`src/rtl/piso_serializer_pkg.sv`:
```
// piso_pkg: state encodings and counter-width helper for the PISO serializer
package piso_pkg;
  typedef enum logic [1:0] {ST_IDLE = 2'd0, ST_SHIFT = 2'd1, ST_PARITY = 2'd2} state_t;
  function automatic int cnt_w(input int width);
    return $clog2(width + 1);
  endfunction
endpackage

```
`src/rtl/piso_serializer_if.sv`:
```
// piso_serializer_if: load handshake and serial output bundle
interface piso_serializer_if #(parameter int WIDTH = 8);
  logic load_valid, load_ready, sout, sout_valid, frame_start, done;
  logic [WIDTH-1:0] din;
  modport master(output load_valid, din, input load_ready, sout, sout_valid, frame_start, done);
  modport slave(input load_valid, din, output load_ready, sout, sout_valid, frame_start, done);
endinterface

```
`src/rtl/piso_bit_counter.sv`:
```
// piso_bit_counter: bit index of the frame bit on sout, terminal flag at WIDTH-1
module piso_bit_counter #(parameter int WIDTH = 8, parameter int CW = 4) (
  input  logic          clk,
  input  logic          rst_n,
  input  logic          clr,
  input  logic          en,
  output logic [CW-1:0] cnt,
  output logic          tc
);
  assign tc = cnt == CW'(WIDTH - 1);
  always_ff @(posedge clk)
    if (!rst_n || clr) cnt <= '0;
    else if (en) cnt <= cnt + 1'b1;
endmodule

```
`src/rtl/piso_serializer.sv`:
```
// piso_serializer: valid/ready loaded parallel-to-serial transmitter
// PISO_PARITY_EN adds a trailing even-parity bit to every frame
module piso_serializer
  import piso_pkg::*;
#(
  parameter int WIDTH     = 8,
  parameter bit MSB_FIRST = 1'b1
) (
  input logic              clk,
  input logic              rst_n,
  piso_serializer_if.slave bus
);
  localparam int CW = cnt_w(WIDTH);
`ifdef PISO_PARITY_EN
  localparam bit PAR = 1'b1;
`else
  localparam bit PAR = 1'b0;
`endif
  state_t           state;
  logic [WIDTH-1:0] sr, d_sh, s_sh;
  logic [CW-1:0]    cnt;
  logic             par, tc, last, accept;
  assign d_sh = MSB_FIRST ? bus.din << 1 : bus.din >> 1;
  assign s_sh = MSB_FIRST ? sr << 1 : sr >> 1;
  assign last = PAR ? state == ST_PARITY : state == ST_SHIFT && tc;
  assign bus.load_ready = rst_n && (state == ST_IDLE || last);
  assign accept = bus.load_valid && bus.load_ready;
  piso_bit_counter #(.WIDTH(WIDTH), .CW(CW)) u_cnt (
    .clk  (clk),
    .rst_n(rst_n),
    .clr  (accept),
    .en   (state == ST_SHIFT && !tc),
    .cnt  (cnt),
    .tc   (tc)
  );
  // sout always shows the bit indexed by cnt; sr holds the bits still to come
  always_ff @(posedge clk)
    if (!rst_n) begin
      state <= ST_IDLE;
      sr <= '0;
      par <= 1'b0;
      bus.sout <= 1'b0;
      bus.sout_valid <= 1'b0;
      bus.frame_start <= 1'b0;
      bus.done <= 1'b0;
    end else if (accept) begin
      state <= ST_SHIFT;
      sr <= d_sh;
      par <= ^bus.din;
      bus.sout <= MSB_FIRST ? bus.din[WIDTH-1] : bus.din[0];
      bus.sout_valid <= 1'b1;
      bus.frame_start <= 1'b1;
      bus.done <= 1'b0;
    end else if (state == ST_SHIFT && !tc) begin
      sr <= s_sh;
      bus.sout <= MSB_FIRST ? sr[WIDTH-1] : sr[0];
      bus.frame_start <= 1'b0;
      bus.done <= !PAR && cnt == CW'(WIDTH - 2);
    end else if (PAR && state == ST_SHIFT) begin
      state <= ST_PARITY;
      bus.sout <= par;
      bus.frame_start <= 1'b0;
      bus.done <= 1'b1;
    end else begin
      state <= ST_IDLE;
      bus.sout <= 1'b0;
      bus.sout_valid <= 1'b0;
      bus.frame_start <= 1'b0;
      bus.done <= 1'b0;
    end
endmodule
```
`src/flat_wrapper.sv`:
```
// flat-port wrapper written by rule: the top's interface ports become plain ports
module piso_serializer_flat import piso_pkg::*;
#(
  parameter int WIDTH     = 8,
  parameter bit MSB_FIRST = 1'b1
)
  (clk, rst_n, bus_load_valid, bus_din, bus_load_ready, bus_sout, bus_sout_valid, bus_frame_start, bus_done);
  piso_serializer_if #(.WIDTH(WIDTH)) bus_i ();
  input logic clk;
  input logic rst_n;
  input wire logic [$bits(bus_i.load_valid)-1:0] bus_load_valid;
  input wire logic [$bits(bus_i.din)-1:0] bus_din;
  output wire logic [$bits(bus_i.load_ready)-1:0] bus_load_ready;
  output wire logic [$bits(bus_i.sout)-1:0] bus_sout;
  output wire logic [$bits(bus_i.sout_valid)-1:0] bus_sout_valid;
  output wire logic [$bits(bus_i.frame_start)-1:0] bus_frame_start;
  output wire logic [$bits(bus_i.done)-1:0] bus_done;
  assign bus_i.load_valid = bus_load_valid;
  assign bus_i.din = bus_din;
  assign bus_load_ready = bus_i.load_ready;
  assign bus_sout = bus_i.sout;
  assign bus_sout_valid = bus_i.sout_valid;
  assign bus_frame_start = bus_i.frame_start;
  assign bus_done = bus_i.done;
  piso_serializer #(.WIDTH(WIDTH), .MSB_FIRST(MSB_FIRST)) u_core (.clk(clk), .rst_n(rst_n), .bus(bus_i));
endmodule
```
`config.mk`:
```
export PLATFORM = sky130hd
export DESIGN_NAME = piso_serializer_flat
export DESIGN_NICKNAME = d
export VERILOG_FILES = /design/src/rtl/piso_serializer_pkg.sv /design/src/rtl/piso_serializer_if.sv /design/src/rtl/piso_bit_counter.sv /design/src/rtl/piso_serializer.sv /design/src/flat_wrapper.sv
export SDC_FILE = /design/constraint.sdc
export NUM_CORES = 1
export LEC_CHECK = 0
export CAP_MARGIN = 30
export CORE_MARGIN = 5
export CORE_UTILIZATION = 45
export CTS_CLUSTER_DIAMETER = 40
export DETAILED_ROUTE_END_ITERATION = 10
export PLACE_DENSITY = 0.75
export SLEW_MARGIN = 15
export SYNTH_ARGS = -nofsm -noshare
export SYNTH_HDL_FRONTEND = slang
export SYNTH_HIERARCHICAL = 1
export SYNTH_SLANG_ARGS = --single-unit
```
`constraint.sdc`:
```
create_clock -name clk -period 2.17 [get_ports clk]
set_clock_uncertainty 0.15 [all_clocks]
set_input_delay 0.651 -clock clk [delete_from_list [all_inputs] [get_ports clk]]
set_output_delay 0.651 -clock clk [all_outputs]
set_load 0.005 [all_outputs]
```
Yosys cells after proc, flatten, opt, wreduce, memory -nomap -nowiden
Cells that the tools add are included.
{ "totals": {"reg_bits": 16, "out_inout_bits": 5} }
{ "classes": {"n_addsub": 1, "eq_ne": 3, "mux": 9, "bitwise": 2, "reduce_logical": 11} }
{ "op_table": {"columns": ["operator", "count"], "rows": [
  ["$mux 8", 2],
  ["$eq 4x3->1 const B", 2],
  ["$mux 1", 7],
  ["$add 4x1->4 const B", 1],
  ["$logic_and 1x1->1", 4],
  ["$reduce_or 3->1", 1],
  ["$logic_not 1->1", 2],
  ["$logic_not 2->1", 1],
  ["$logic_or 1x1->1", 2],
  ["$ne 2x2->1 const B", 1],
  ["$not 1->1", 2],
  ["$reduce_bool 2->1", 1]
]} }

Logic depth before layout (Yosys ltp)
Gate-level depths: netlist of the first run.
{ "depth": {"depth_word": 6, "depth_mapped": 9, "ltp_nobuf": 7} }

Hierarchy
The synthesis of the first run kept the hierarchy.
{ "by_module_without_submodules": {"columns": ["mod", "n_inst", "cells_each", "area_per_inst_um2"], "rows": [
  ["piso_serializer", 1, 46, 484.2],
  ["piso_bit_counter", 1, 19, 188.9]
]} }

Least setup slack after synthesis of the first run
Ideal clock, no wire load.
{ "synth_timing": {"path_type": "register to output", "from": "register u_core.u_cnt.cnt[0]", "to": "output port bus_load_ready", "t_arrival_ps": 1090, "required_ps": 1369, "setup_slack_ps": 279, "path_stages_with_launch": 7, "path_buffers": 1, "path_cell_list": "dfxtp_1 ha_1 nand2_1 nor2_1 nand2b_4 buf_6 and2_2"} }
{ "synth_between": {"elab_chain_cells": 4} }
{ "synth_lines": {"columns": ["element", "line", "source"], "rows": [
  ["from (decl)", "piso_bit_counter.sv:7", "output logic [CW-1:0] cnt,"],
  ["from (signal assigned)", "piso_bit_counter.sv:13", "else if (en) cnt <= cnt + 1'b1;"],
  ["$eq 4x3->1", "piso_bit_counter.sv:10", "assign tc = cnt == CW'(WIDTH - 1);"],
  ["via u_core.tc", "piso_serializer.sv:22", "logic par, tc, last, accept;"],
  ["$logic_and 1x1->1", "piso_serializer.sv:25", "assign last = PAR ? state == ST_PARITY : state == ST_SHIFT && tc;"],
  ["$logic_or 1x1->1", "piso_serializer.sv:26", "assign bus.load_ready = rst_n && (state == ST_IDLE || last);"],
  ["$logic_and 1x1->1", "piso_serializer.sv:26", null],
  ["to (decl)", "flat_wrapper.sv:13", "output wire logic [$bits(bus_i.load_ready)-1:0] bus_load_ready;"]
]} }
The timed path passes the listed nets, and every way through them passes these cells.

Worst setup path after layout of the first run
{ "layout_timing": {"from": "register u_core.u_cnt.cnt[1]", "to": "output port bus_load_ready"} }
Same word-level chain as after synthesis.

==> qor.csv, run 1 <==
stage;metric;value;unit
logic_synthesis;Syn. warnings;6;
logic_synthesis;Yosys cell types;27;
setup_path;CP Class;reg2out;
clocking;clk buf depth;2;
worst_hold_path;Hold Path Depth;2;
worst_hold_path;Min-Delay Path Class;reg2reg;
placed_design;RD Place Congestion;0.6529;
logic_synthesis;register bit total from synthesis;15;
route;number of vias per cell;5.058;
setup_path;reg-to-reg setup timing slack;380;ps
timing;actual slew at the worst max-slew pin;199.8;ps
floorplan;starting density of the core;46.30;%
logic_synthesis;Post-Syn Nets;77;
finish;fin util;61.53;%
finish;layout cells sized above 1;25.00;%
placed_design;DP HPWL;929.2;µm
global_route;total track usage;10.49;%
worst_hold_path;Endpoint, Worst Hold;u_core/bus.sout;
finish;layout net count;101;
logic_synthesis;Mapped Cells;65;
setup_path;reg2reg start;u_core/u_cnt/cnt[1];
clocking;CTS root buffer;clkbuf_4;
global_route;vias in the first global route;519;
timing;RSZ-0062 raised after global routing;false;
route;DR DRC count;0;
global_route;GRT overflow;0;
clocking;Clock transition at path regs;90;ps
logic_synthesis;Post-synth top flop;dfxtp_1;
clocking;H-tree levels;1;
clocking;CTS hold repair buffers;0;
logic_synthesis;top cells by area, synth;dfxtp_1 45%, mux2i_1 13%, a21oi_1 5.2%, o21ai_0 4.5%, nand3b_1 2.2%;
timing;minimum clock period after layout;2083;ps
logic_synthesis;area leader, netlist;dfxtp_1;
setup_path;Worst Setup End Kind;output port;
clocking;clk sinks;15;
job;max-cap violation count;0;
global_route;largest net degree at the start of global routing;17;
power_and_ir_drop;Reg power frac;54.9;%
power_and_ir_drop;Int Power;0.0004129;W
route;vias after detailed routing;526;
setup_path;slowest stage delay, CP;340;ps
route;antenna-violating nets left;0;
logic_synthesis;EDFF count, synth;0;
power_and_ir_drop;Design Power;0.0005468;W
setup_path;Crit-path slowest cell;dfxtp_2;
power_and_ir_drop;P_sw;0.0001340;W
floorplan;Die W;48.68;µm
placed_design;# port buffers;15;
setup_path;Worst EP arrival;1280;ps
global_route;global-route wire length before repair;1980;µm
timing;Slew Limit Headroom;86.64;%
clocking;Num CTS Buffers;3;
power_and_ir_drop;PwrDens;611.3;mW/mm²
worst_hold_path;Hold Startpoint;u_core/sr[7];
timing;Final Max Slew Viols;0;
logic_synthesis;Post-Syn Area;673.1;µm²
logic_synthesis;sequential-to-total area share from yosys stat;44.61;%
timing;count of final hold-check violations;0;
clocking;Clock Latency Late Sink;280;ps
setup_path;Max FO, Critical Path;2;
timing;Achievable Freq;480.0;MHz
clocking;setup bufs post-CTS;0;
timing;Final setup viols;0;
logic_synthesis;most common library cells after synthesis;15 x dfxtp_1, 9 x mux2i_1, 7 x a21oi_1;
clocking;CTS tree;done;
logic_synthesis;Yosys top cell area share;44.61;%
setup_path;CP Launch Type;register;
power_and_ir_drop;Peak VDD IR;0.3047;mV
finish;P&R area growth vs syn;32.90;%
setup_path;R2R Path End;u_core/u_cnt/cnt[3];
logic_synthesis;top-count cell post-synth;dfxtp_1;
timing;crit share post-route;96.01;%
power_and_ir_drop;Sw Share;24.50;%
logic_synthesis;Synth Area per Inst;10.36;µm²
logic_synthesis;post-synthesis async set-or-reset flop share;0;%
finish;Layout fillers;129;
floorplan;top-level I/O count;16;
floorplan;Die H;48.68;µm
global_route;initial antenna violation count;0;
route;routed len/inst;11.39;µm
power_and_ir_drop;combinational power share;16.4;%
power_and_ir_drop;leakage power;0.3790;nW
run_status;status;finished, final reports clean;
floorplan;total core area;0.001454;mm²
route;final WL;1185;µm
route;DR iter-0 viols;7;
finish;diode count;0;
setup_path;worst-case reg-to-reg path depth;8;
setup_path;Worst EP required;1370;ps
floorplan;Cell Rows;14;
power_and_ir_drop;clock network power share;28.7;%
setup_path;crit path cell chain;ha_2 > nand2_1 > nor2_1 > nand2b_4 > and2_4 > buf_2;
floorplan;die area;0.002369;mm²
route;TritonRoute pass-1 iters;3;
timing;Final TNS setup;0;ps
power by group through the flow:
stage	logic, W	registers [W]	clock network, W
final	0.0000896	0.000300	0.000157
after global routing	0.0000995	0.000302	0.000174
after CTS	0.0000913	0.000300	0.000163
after detailed placement	0.0000917	0.000306	0
after global placement	0.0000890	0.000305	0
after floorplan	0.0000519	0.000306	0
layout by cell type (no fill, tap or decap), types with 3 or more instances in the layout:
cell type        Yosys  routed
dfxtp_1             15      13
clkbuf_4             0       3
o21ai_0              6       6
buf_4                1       8
nor2_1               3       3
a21oi_1              7       7
mux2i_1              9       9
clkdlybuf4s50_1      0      13
repair_timing:
action                                  4_1_cts  5_1_grt
gates cloned                                  0        0
gates resized for setup                       9        0
pin swaps                                     2        1
endpoints found under the setup margin        1        1
routing by layer:
metal  global-route usage [%]  up-vias  wire length [µm]
li1                         -      278                 -
met1                    11.09      235               517
met2                    17.17       11               571
met3                    3.988        2                83
met4                    6.726        0                12
met5                        0        -                 0
how the worst max path moves through the flow:
stage | startpoint | end | slack [ps] | cells past startpoint
3_5_place_dp | rst_n | bus_load_ready | -380 | 3
6_report | u_core/u_cnt/cnt[1] | bus_load_ready | 90 | 6
5_1_grt | u_core/u_cnt/cnt[1] | bus_load_ready | 2 | 6
2_1_floorplan | u_core/u_cnt/cnt[0] | bus_load_ready | 280 | 6
4_1_cts | u_core/u_cnt/cnt[1] | bus_load_ready | 60 | 6
3_3_place_gp | rst_n | bus_load_ready | -380 | 3
flip-flops by register name (all words and copies together) (netlist names):
register,flops
u_core/bus.sout_valid,1
u_core/bus.sout,1
u_core/u_cnt/cnt,4
u_core/sr,7
u_core/bus.frame_start,1
u_core/bus.done,1
logic make-up (layout without fill, tap and decap cells):
group	after synthesis	in the layout	share of synthesized area, %
simple gates	18	18	18.77
compound gates	16	16	13.38
flops	15	15	44.61
mux	9	9	13.38
buf+inv	5	28	6.691
fa+ha+maj	1	1	1.858
xor+xnor	1	1	1.301
stage by stage:
stage	setup WS, ps	cells	hold slack, ps	cell area, µm²
3_3_place_gp	-377.6	100	307.4	867.1
5_1_grt	1.708	104	400.3	894.6
6_report	86.52	104	328.4	894.6
2_1_floorplan	278.8	65	290.3	673.1
3_5_place_dp	-381.4	100	317.9	867.1
4_1_cts	56.57	104	341.4	894.6
worst max-delay path: cells and delay by family (launching register included):
family	cells	cell delay, ps
adder cells (fa/ha/maj)	1	170
buffers and inverters	1	100
flip-flops	1	340
AND/OR/NAND/NOR	4	400
final cells by class:
cell class                 instances  area (µm²)  share of cell area [%]
clock buffer                       3       22.52                   2.517
clock inverter                     1       5.005                  0.5594
inverter                           1       8.758                  0.9790
multi-input combinational         45       331.6                   37.06
sequential                        15       302.8                   33.85
tap                               16       20.02                   2.238
timing repair buffer              23       203.9                   22.80
Power figures use the tool's default switching activity.
==> run 2, diff against run 1 <==
Settings changed: ABC_AREA from default to 1, PLACE_DENSITY 0.75 to 0.74.
Clock period 2.17 ns to 2.35 ns, I/O delays scaled along.
==> run 2 against run 1 <==
  * Setup slack better by 21 ps
  * Critical path type unchanged
  * Clock-buffer cell count up 1
  * Routed wire length grew 24%
==> qor.csv, run 2 <==
stage;metric;value;unit;change
route;DR DRC count;0;;unchanged
timing;actual slew at the worst max-slew pin;343.5;ps;was 199.8 ps
logic_synthesis;Yosys top cell area share;40.34;%;was 44.61%
setup_path;CP Class;reg2out;;unchanged
placed_design;RD Place Congestion;0.7911;;was 0.6529
setup_path;Worst Setup End Kind;output port;;unchanged
finish;layout net count;138;;was 101
logic_synthesis;EDFF count, synth;0;;unchanged
route;TritonRoute pass-1 iters;4;;was 3
logic_synthesis;Post-Syn Area;744.5;µm²;was 673.1 µm²
setup_path;crit path cell chain;ha_1 > nand2_1 > nor2_2 > nor2_4 > nor2_1 > clkdlybuf4s15_2;;was ha_2 > nand2_1 > nor2_1 > nand2b_4 > and2_4 > buf_2
finish;fin util;62.82;%;was 61.53%
clocking;setup bufs post-CTS;0;;unchanged
logic_synthesis;most common library cells after synthesis;28 x nor2_1, 19 x nand2_1, 15 x dfxtp_1;;was 15 x dfxtp_1, 9 x mux2i_1, 7 x a21oi_1
finish;max FFs per register;7;;unchanged
setup_path;CP Launch Type;register;;unchanged
floorplan;total core area;0.001541;mm²;was 0.001454 mm²
logic_synthesis;top-count cell post-synth;nor2_1;;was dfxtp_1
finish;commonest cells after routing, fill and taps aside;27 x nor2_1, 19 x nand2_1, 15 x dfxtp_1;;was 13 x clkdlybuf4s50_1, 13 x dfxtp_1, 9 x mux2i_1
logic_synthesis;top cells by area, synth;dfxtp_1 40%, nor2_1 14%, nand2_1 9.6%, inv_1 5.5%, nand4_1 5.0%;;was dfxtp_1 45%, mux2i_1 13%, a21oi_1 5.2%, o21ai_0 4.5%, nand3b_1 2.2%
logic_synthesis;Yosys cell types;22;;was 27
setup_path;crit-path leading delay family;simple AND/OR/NAND/NOR gates;;unchanged
timing;RSZ-0062 raised after global routing;false;;unchanged
setup_path;Worst EP arrival;1390;ps;was 1280 ps
timing;minimum clock period after layout;2243;ps;
route;vias after detailed routing;692;;was 526
setup_path;Crit-path slowest cell;dfxtp_1;;was dfxtp_2
route;number of vias per cell;4.908;;was 5.058
setup_path;CP bufs+invs;1;;unchanged
power_and_ir_drop;PwrDens;526.2;mW/mm²;was 611.3 mW/mm²
logic_synthesis;Post-Syn Nets;115;;was 77
logic_synthesis;Mapped Cells;103;;was 65
placed_design;placed cell count;137;;was 100
finish;diode count;0;;unchanged
finish;P&R area growth vs syn;30.08;%;was 32.90%
worst_hold_path;Min-Delay Path Class;reg2reg;;unchanged
logic_synthesis;area leader, netlist;dfxtp_1;;unchanged
timing;Final Max Slew Viols;0;;unchanged
clocking;CTS tree;done;;unchanged
placed_design;DP HPWL;1105;µm;was 929.2 µm
timing;crit share post-route;95.43;%;
floorplan;Die H;50.68;µm;was 48.68 µm
setup_path;reg-to-reg setup timing slack;570;ps;was 380 ps
floorplan;Cell Rows;14;;unchanged
power_and_ir_drop;leakage power;0.4090;nW;was 0.3790 nW
route;final WL;1464;µm;was 1185 µm
clocking;Num CTS Buffers;3;;unchanged
timing;Final setup viols;0;;unchanged
global_route;largest net degree at the start of global routing;14;;was 17
clocking;clk sinks;15;;unchanged
power_and_ir_drop;Peak VDD IR;0.4645;mV;was 0.3047 mV
logic_synthesis;post-synthesis async set-or-reset flop share;0;%;unchanged
route;antenna-violating nets left;0;;unchanged
finish;layout cells sized above 1;20.80;%;was 25.00%
clocking;Clock transition at path regs;90;ps;about the same
global_route;total track usage;11.56;%;was 10.49%
clocking;clk buf depth;2;;unchanged
logic_synthesis;Synth Area per Inst;7.228;µm²;was 10.36 µm²
floorplan;top-level I/O count;16;;unchanged
setup_path;slowest stage delay, CP;340;ps;about the same
floorplan;starting density of the core;48.30;%;was 46.30%
clocking;CTS hold repair buffers;0;;unchanged
finish;FF+latch area;300.3;µm²;was 302.8 µm²
setup_path;Worst EP required;1490;ps;was 1370 ps
finish;commonest non-fill, non-tap cell in the layout;nor2_1;;
placed_design;# port buffers;15;;unchanged
setup_path;Max FO, Critical Path;2;;unchanged
finish;largest registers;u_core/sr: 7 flops, u_core/u_cnt/cnt: 4 flops;;unchanged
timing;Achievable Freq;445.9;MHz;
finish;Most flops, register;u_core/sr;;unchanged
finish;Layout fillers;147;;was 129
global_route;initial antenna violation count;0;;unchanged
floorplan;die area;0.002568;mm²;was 0.002369 mm²
finish;Post-Layout Cell Count;141;;was 104
logic_synthesis;register bit total from synthesis;15;;unchanged
logic_synthesis;Post-synth top flop;dfxtp_1;;unchanged
clocking;Clock Latency Late Sink;280;ps;about the same
timing;Slew Limit Headroom;77.03;%;was 86.64%
route;DR iter-0 viols;7;;unchanged
floorplan;Die W;50.68;µm;was 48.68 µm
finish;Multi-input gate area;369.1;µm²;was 331.6 µm²
clocking;H-tree levels;1;;unchanged
global_route;vias in the first global route;591;;was 519
run_status;status;finished, final reports clean;;unchanged
global_route;global-route wire length before repair;2373;µm;was 1980 µm
route;routed len/inst;10.38;µm;was 11.39 µm
logic_synthesis;Syn. warnings;6;;unchanged
job;max-cap violation count;0;;unchanged
global_route;GRT overflow;0;;unchanged
timing;count of final hold-check violations;0;;unchanged
clocking;CTS root buffer;clkbuf_4;;unchanged
logic_synthesis;sequential-to-total area share from yosys stat;40.34;%;was 44.61%
-- run 2: cell types whose count changed in the layout (fill, tap and decap cells not counted), sizes merged, moves of 5 or more --
cell / delta
nor2: +27
nand2: +20
inv: +13
mux2i: -9
nand4: +5
-- run 2: layout make-up --
class,count,share of cell area [%]
multi-input combinational,70,38.11
tap,16,2.067
inverter,15,5.943
sequential,15,31.01
timing repair buffer,21,20.16
clock buffer,4,2.713
-- run 2: layer usage --
metal / GRT usage, % / part of all wire [%]
met4: 2.553 / 0
met3: 4.438 / 5.3
met2: 21.07 / 52
met1: 12.39 / 43
met5: 0 / 0
-- run 2: logic make-up after synthesis --
| group | Yosys count | share of synthesized area, % |
|---|---|---|
| and+or+nand+nor | 62 | 40.34 |
| buffers and inverters | 18 | 10.42 |
| AOI/OAI and AO/OA | 7 | 7.228 |
| DFF | 15 | 40.34 |
| adders and majority gates | 1 | 1.680 |
-- run 2: worst min-delay path, stage by stage (launching register included) --
cell and delay (ps):
dfxtp_1 320, nand2_1 70, a21oi_2 50
-- run 2: path summary, 6_finish.rpt --
kind | from | end | cells after the start
setup / recovery | u_core/u_cnt/cnt[0] | bus_load_ready | 6
hold / removal | u_core/sr[7] | u_core/bus.sout | 2
setup reg to reg | u_core/u_cnt/cnt[0] | u_core/u_cnt/cnt[1] | 11
hold reg to reg | u_core/sr[7] | u_core/bus.sout | 2
-- run 2: where the power goes --
part           switching [W]  internal (W)
Sequential        0.00000606      0.000265
Clock              0.0000815     0.0000658
Combinational      0.0000468     0.0000444
Total               0.000134      0.000375
-- run 2: timing repair --
item                                    CTS  global route
endpoints found under the setup margin    1             1
resized for setup                         4             1
cloned                                    0             0
-- run 2: metrics by stage --
step,setup WS [ps],setup TNS [ps],hold slack (ps),cell area (µm²),total power (W)
after floorplan,299.3,0,303.4,744.5,0.0003287
after global placement,-333.4,-333.4,318.0,939.7,0.0003674
after detailed placement,-344.0,-344.0,315.9,939.7,0.0003703
after CTS,14.18,0,329.7,965.9,0.0005168
after global routing,15.59,0,357.8,968.4,0.0005374
final,107.4,0,332.2,968.4,0.0005095
